File: config.mk
export PLATFORM = sky130hd
export DESIGN_NAME = traffic_lamp_monitor_flat
export DESIGN_NICKNAME = d
export VERILOG_FILES = /design/src/rtl/traffic_lamp_monitor_if.sv /design/src/rtl/traffic_lamp_monitor.sv /design/src/flat_wrapper.sv
export SDC_FILE = /design/constraint.sdc
export NUM_CORES = 1
export LEC_CHECK = 0
export CELL_PAD_IN_SITES_DETAIL_PLACEMENT = 1
export CELL_PAD_IN_SITES_GLOBAL_PLACEMENT = 1
export CORE_UTILIZATION = 40
export CTS_CLUSTER_SIZE = 28
export DETAILED_ROUTE_END_ITERATION = 12
export PLACE_DENSITY_LB_ADDON = 0.15
export SYNTH_ARGS = -nofsm -noshare
export SYNTH_HDL_FRONTEND = slang
export SYNTH_SLANG_ARGS = --single-unit
File: constraint.sdc
create_clock -name clk -period 3.4 [get_ports clk]
set_clock_uncertainty 0.2 [all_clocks]
set_input_delay 1.02 -clock clk [delete_from_list [all_inputs] [get_ports clk]]
set_output_delay 1.02 -clock clk [all_outputs]
set_load 0.005 [all_outputs]
File: src/rtl/traffic_lamp_monitor_if.sv
// Lamp-monitor interface: the six lamp lines and fault clear from the controller side,
// decoded phase / dwell / fault status back from the monitor.
interface traffic_lamp_monitor_if #(
    parameter int unsigned CNT_W = 8
);
    // Lamp lines: road A red/amber/green, road B red/amber/green
    logic             ra;
    logic             oa;
    logic             ga;
    logic             rb;
    logic             ob;
    logic             gb;
    logic             clear_fault;
    // Monitor status
    logic [1:0]       phase;
    logic             phase_valid;
    logic             phase_change;
    logic [CNT_W-1:0] dwell;
    logic             fault;
    logic [2:0]       fault_code;

    // Controller / supervisor side
    modport master (
        output ra, oa, ga, rb, ob, gb, clear_fault,
        input  phase, phase_valid, phase_change, dwell, fault, fault_code
    );

    // Monitor side
    modport slave (
        input  ra, oa, ga, rb, ob, gb, clear_fault,
        output phase, phase_valid, phase_change, dwell, fault, fault_code
    );
endinterface

File: src/rtl/traffic_lamp_monitor.sv
// Safety monitor for the intersection lamp lines. Registers the lamps, decodes them to a
// phase, checks legality, phase order and minimum dwell, and latches the first violation.
// Optional watchdog on excessive dwell: define LAMP_MON_WATCHDOG_EN (adds MAX_DWELL).
module traffic_lamp_monitor #(
    parameter int unsigned GREEN_A_MIN = 60,
    parameter int unsigned AMBER_A_MIN = 10,
    parameter int unsigned GREEN_B_MIN = 30,
    parameter int unsigned AMBER_B_MIN = 10,
    parameter int unsigned CNT_W       = 8
`ifdef LAMP_MON_WATCHDOG_EN
    ,
    parameter int unsigned MAX_DWELL   = 200
`endif
) (
    input logic                   clk,
    input logic                   reset,
    traffic_lamp_monitor_if.slave bus
);
    typedef enum logic [1:0] {StInit, StTrack, StFault} state_e;

    localparam logic [CNT_W-1:0] DwellSat = '1;
    localparam logic [CNT_W-1:0] DwellOne = {{(CNT_W-1){1'b0}}, 1'b1};
    localparam logic [2:0] CodeNone    = 3'd0;
    localparam logic [2:0] CodeIllegal = 3'd1;
    localparam logic [2:0] CodeSkip    = 3'd2;
    localparam logic [2:0] CodeShort   = 3'd3;
`ifdef LAMP_MON_WATCHDOG_EN
    localparam logic [2:0] CodeWdog    = 3'd4;
    localparam logic [CNT_W-1:0] WdLimit = CNT_W'(MAX_DWELL);
`endif

    // Lamp bits ordered {ra, oa, ga, rb, ob, gb}
    logic [5:0]       r_lamp;
    state_e           r_state, w_state_next;
    logic [1:0]       r_phase, w_phase_next;
    logic [CNT_W-1:0] r_dwell, w_dwell_next;
    logic             r_change, w_change_next;
    logic [2:0]       r_code, w_code_next;
    logic             w_legal;
    logic [1:0]       w_pat;
    logic [1:0]       w_succ;
    logic [CNT_W-1:0] w_min;
    logic             w_phase_valid;
    logic             w_fault;

    // Input stage: all checking works from the registered lamps only
    always_ff @(posedge clk or posedge reset) begin
        if (reset) begin
            r_lamp <= 6'b0;
        end else begin
            r_lamp <= {bus.ra, bus.oa, bus.ga, bus.rb, bus.ob, bus.gb};
        end
    end

    // Decode registered lamps into a phase number and legality flag
    always_comb begin
        w_legal = 1'b1;
        w_pat   = 2'd0;
        case (r_lamp)
            6'b001_100: w_pat = 2'd0;
            6'b010_100: w_pat = 2'd1;
            6'b100_001: w_pat = 2'd2;
            6'b100_010: w_pat = 2'd3;
            default:    w_legal = 1'b0;
        endcase
    end

    // Successor phase (3 wraps to 0) and minimum dwell of the current phase
    always_comb begin
        w_succ = r_phase + 2'd1;
        case (r_phase)
            2'd0:    w_min = CNT_W'(GREEN_A_MIN);
            2'd1:    w_min = CNT_W'(AMBER_A_MIN);
            2'd2:    w_min = CNT_W'(GREEN_B_MIN);
            default: w_min = CNT_W'(AMBER_B_MIN);
        endcase
    end

    // State and tracking registers
    always_ff @(posedge clk or posedge reset) begin
        if (reset) begin
            r_state  <= StInit;
            r_phase  <= 2'd0;
            r_dwell  <= '0;
            r_change <= 1'b0;
            r_code   <= CodeNone;
        end else begin
            r_state  <= w_state_next;
            r_phase  <= w_phase_next;
            r_dwell  <= w_dwell_next;
            r_change <= w_change_next;
            r_code   <= w_code_next;
        end
    end

    // Next-state: checks in TRACK are ordered by fault-code priority
    always_comb begin
        w_state_next  = r_state;
        w_phase_next  = r_phase;
        w_dwell_next  = r_dwell;
        w_code_next   = r_code;
        w_change_next = 1'b0;
        case (r_state)
            StInit: begin
                if (w_legal) begin
                    w_state_next = StTrack;
                    w_phase_next = w_pat;
                    w_dwell_next = DwellOne;
                end
            end
            StTrack: begin
                if (!w_legal) begin
                    w_state_next = StFault;
                    w_code_next  = CodeIllegal;
                end else if (w_pat == r_phase) begin
`ifdef LAMP_MON_WATCHDOG_EN
                    if (r_dwell >= WdLimit) begin
                        w_state_next = StFault;
                        w_code_next  = CodeWdog;
                    end else if (r_dwell != DwellSat) begin
`else
                    if (r_dwell != DwellSat) begin
`endif
                        w_dwell_next = r_dwell + 1'b1;
                    end
                end else if (w_pat != w_succ) begin
                    w_state_next = StFault;
                    w_code_next  = CodeSkip;
                end else if (r_dwell < w_min) begin
                    w_state_next = StFault;
                    w_code_next  = CodeShort;
                end else begin
                    w_phase_next  = w_pat;
                    w_dwell_next  = DwellOne;
                    w_change_next = 1'b1;
                end
            end
            StFault: begin
                // Phase and dwell hold; only a clear leaves this state
                if (bus.clear_fault) begin
                    w_state_next = StInit;
                    w_dwell_next = '0;
                    w_code_next  = CodeNone;
                end
            end
            default: w_state_next = StInit;
        endcase
    end

    // Outputs decoded from the state register
    always_comb begin
        w_phase_valid = (r_state == StTrack);
        w_fault       = (r_state == StFault);
    end

    assign bus.phase        = r_phase;
    assign bus.phase_valid  = w_phase_valid;
    assign bus.phase_change = r_change;
    assign bus.dwell        = r_dwell;
    assign bus.fault        = w_fault;
    assign bus.fault_code   = r_code;
endmodule
File: src/flat_wrapper.sv
// flat-port wrapper written by rule: the top's interface ports become plain ports
module traffic_lamp_monitor_flat 
#(
    parameter int unsigned GREEN_A_MIN = 60,
    parameter int unsigned AMBER_A_MIN = 10,
    parameter int unsigned GREEN_B_MIN = 30,
    parameter int unsigned AMBER_B_MIN = 10,
    parameter int unsigned CNT_W       = 8

)
  (clk, reset, bus_ra, bus_oa, bus_ga, bus_rb, bus_ob, bus_gb, bus_clear_fault, bus_phase, bus_phase_valid, bus_phase_change, bus_dwell, bus_fault, bus_fault_code);
  traffic_lamp_monitor_if #(.CNT_W(CNT_W)) bus_i ();
  input logic clk;
  input logic reset;
  input wire logic [$bits(bus_i.ra)-1:0] bus_ra;
  input wire logic [$bits(bus_i.oa)-1:0] bus_oa;
  input wire logic [$bits(bus_i.ga)-1:0] bus_ga;
  input wire logic [$bits(bus_i.rb)-1:0] bus_rb;
  input wire logic [$bits(bus_i.ob)-1:0] bus_ob;
  input wire logic [$bits(bus_i.gb)-1:0] bus_gb;
  input wire logic [$bits(bus_i.clear_fault)-1:0] bus_clear_fault;
  output wire logic [$bits(bus_i.phase)-1:0] bus_phase;
  output wire logic [$bits(bus_i.phase_valid)-1:0] bus_phase_valid;
  output wire logic [$bits(bus_i.phase_change)-1:0] bus_phase_change;
  output wire logic [$bits(bus_i.dwell)-1:0] bus_dwell;
  output wire logic [$bits(bus_i.fault)-1:0] bus_fault;
  output wire logic [$bits(bus_i.fault_code)-1:0] bus_fault_code;
  assign bus_i.ra = bus_ra;
  assign bus_i.oa = bus_oa;
  assign bus_i.ga = bus_ga;
  assign bus_i.rb = bus_rb;
  assign bus_i.ob = bus_ob;
  assign bus_i.gb = bus_gb;
  assign bus_i.clear_fault = bus_clear_fault;
  assign bus_phase = bus_i.phase;
  assign bus_phase_valid = bus_i.phase_valid;
  assign bus_phase_change = bus_i.phase_change;
  assign bus_dwell = bus_i.dwell;
  assign bus_fault = bus_i.fault;
  assign bus_fault_code = bus_i.fault_code;
  traffic_lamp_monitor #(.GREEN_A_MIN(GREEN_A_MIN), .AMBER_A_MIN(AMBER_A_MIN), .GREEN_B_MIN(GREEN_B_MIN), .AMBER_B_MIN(AMBER_B_MIN), .CNT_W(CNT_W)) u_core (.clk(clk), .reset(reset), .bus(bus_i));
endmodule
==> impl_metrics.toml <==
[cts]
cts_resized = 0
htree_levels = 1
cts_tree = "yes"
cts_root_buffer = "clkbuf_4"
cts.sink_count = 21
cts_buffer_depth = 2
clkTransAtPathRegs_ps = 130
insertion_delay_ps = 310
numCtsBuffers = 3
post_cts_buffers = 0
cts_hold_buf = 0

[worst_setup_path]
rr_startpoint = "u_core.bus.phase[1]"
setup.worst_path.start = "u_core.r_state[0]"
critPathKind = "flop to output pin"
cp.arrival_ps = 1680
cp_data_required_time_ps = 2180
startpoint_type = "flop"
crit_fanout = 5
crit_path_end_kind = "output pin"

[timing]
rsz0062_at_grt = "no"
max-slew-margin-rel_pct = 44.4
setup_viol = 0
timing.hold.ws_ps = 385
setup_tns_ps = 0
worstMarginPinSlew_ps = 833
hold_violations = 0
max_freq_mhz = 345
layout_min_cycle_time_ps = 2900
slew_viol_final = 0
min_period_over_period_pct = 85.4

[route]
dr_total_vias = 1215
post-route-drc-count = 0
vias_per_cell = 5.73
wl_per_cell_um = 15.8
drt_iter0_markers = 105
antenna_left = 0
drt-pass1-iter-count = 4
drt-total-wl_um = 3340

[synthesis]
synth_top_family_by_area = "simple AND/OR/NAND/NOR gates"
synth_compound_area_share_pct = 18.8
ys_ff_latch = 21
async_flop_share_pct = 100
synth-edff-count = 0
yosys.area.top_type = "dfrtp_1"
syn_area_per_cell_um2 = 9.82
synth_cells = 144
ys_warn_count = 0
synth_area_um2 = 1410
ys_types = 44
syn_nets = 162
yosys.area_share.simple_pct = 23.7
yosys.area_share.xor_xnor_pct = 5.40
synth_top_area_share_pct = 37.2
synth-main-ff-cell = "dfrtp_1"
synth.area.mux_share_pct = 1.42
synth-seq-area-share_pct = 37.2
synth_area_leaders = "dfrtp_1 37%, ha_1 8.0%, a41oi_1 5.6%, a21oi_1 3.5%, nor2_1 3.2%"
synthAdderAreaFrac_pct = 7.96

[die]
start_util_pct = 42.0
die_x_um = 61.5
rows = 21
core_um2 = 3360
die_h_um = 61.5
io_pins = 25
dieArea_um2 = 3780

[pwr]
p_leak_nw = 0.690
powerDensity_nw_per_um2 = 521
irDropWorstVdd_uv = 221

[layout]
final_common_cell = "clkdlybuf4s50_1"
final_cell_mix = "23 x clkdlybuf4s50_1, 21 x dfrtp_1, 12 x nor2_1"
area_delta_synth_final_pct = 19.9
drive_gt1_share_pct = 9.64
final_nets = 185
diodes = 0

[grt]
grt-ovfl-total = 0
grt_pass1_wl_um = 5510
grt_pass1_vias = 1229
grt_max_degree = 22
globalRouteTotalUtil_pct = 19.9
antenna_found_initial = 0

[place]
numPortBuffers = 23
hpwl_um = 2520
gp_congestion = 0.789

[worst_hold_path]
hold_class = "flop to flop"
hold_start = "u_core.bus.dwell[7]"

[run]
cap_violations = 0

[status]
status = "complete, no violations"
[state kept, by name, summed over array words and instances, names as in the netlist]
register and cells:
u_core.bus.phase_change 1, u_core.bus.phase 2, u_core.r_state 2, u_core.r_lamp 6
u_core.bus.dwell 8, u_core.bus.fault_code 2
[critical path, cell delays in order (launching register included)]
cell and delay, ps:
dfrtp_1 440, inv_1 110, ha_1 280, clkdlybuf4s50_1 550
[metrics by stage]
stage | power, W | std cells | cell area [um^2] | setup WS [ps] | util, %
floorplan | 0.000624 | 144 | 1410 | 1050 | -
CTS | 0.000891 | 212 | 1700 | 502 | 50.4
global placement | 0.000748 | 208 | 1670 | 542 | 49.6
global route | 0.000953 | 212 | 1700 | 414 | 50.4
finish | 0.000883 | 212 | 1700 | 498 | 50.4
detailed placement | 0.000762 | 208 | 1670 | 493 | 49.6
[final timing paths]
check / slack, ps / cells after the start / endpoint
worst min register to register: 390 / 1 / u_core.bus.dwell[7]
worst min-delay path: 390 / 1 / u_core.bus.dwell[7]
worst max register to register: 650 / 9 / u_core.bus.dwell[5]
min in group asynchronous: 960 / 2 / u_core.r_lamp[1]
max in group asynchronous: 1530 / 2 / u_core.r_state[0]
worst max-delay path: 500 / 3 / bus_fault
[synth_stat cells, types with 3 or more instances]
cell type,number
nand2b_1,6
nor2_1,12
xnor2_1,4
nand4_1,3
nor2b_1,3
a41oi_1,9
nand3_1,7
ha_1,9
and3_1,4
a21oi_1,10
inv_1,9
dfrtp_1,21
clkbuf_1,3
nand2_1,5
[layout make-up]
class	count	area [um^2]
clock inverters	1	5.00
well taps	46	57.6
inverters	9	33.8
clock buffers	3	22.5
flip-flops and latches	21	526
fillers	406	1670
repair buffers	24	238
multi-input cells	108	813
[cell families (layout without fill, tap and decap cells)]
kind of cell | Yosys count | after routing
compound gates | 35 | 35
xor+xnor | 7 | 7
fa+ha+maj | 9 | 9
buf+inv | 15 | 37
flops | 21 | 21
mux | 2 | 2
other cells | 1 | 1
simple gates | 54 | 54
[where the power goes]
part	internal (W)	switching (W)
clock	0.0000440	0.0000825
sequential	0.000285	0.0000369
combinational	0.000199	0.000236
[layer usage]
layer / wire (um) / GRT usage, % / vias to the layer above
li1: - / - / 577
met1: 1480 / 25.0 / 591
met2: 1680 / 34.9 / 39
met3: 115 / 1.89 / 8
met4: 70 / 8.25 / 0
met5: 0 / 0 / -
No activity file was read; power rests on OpenSTA's default activity.
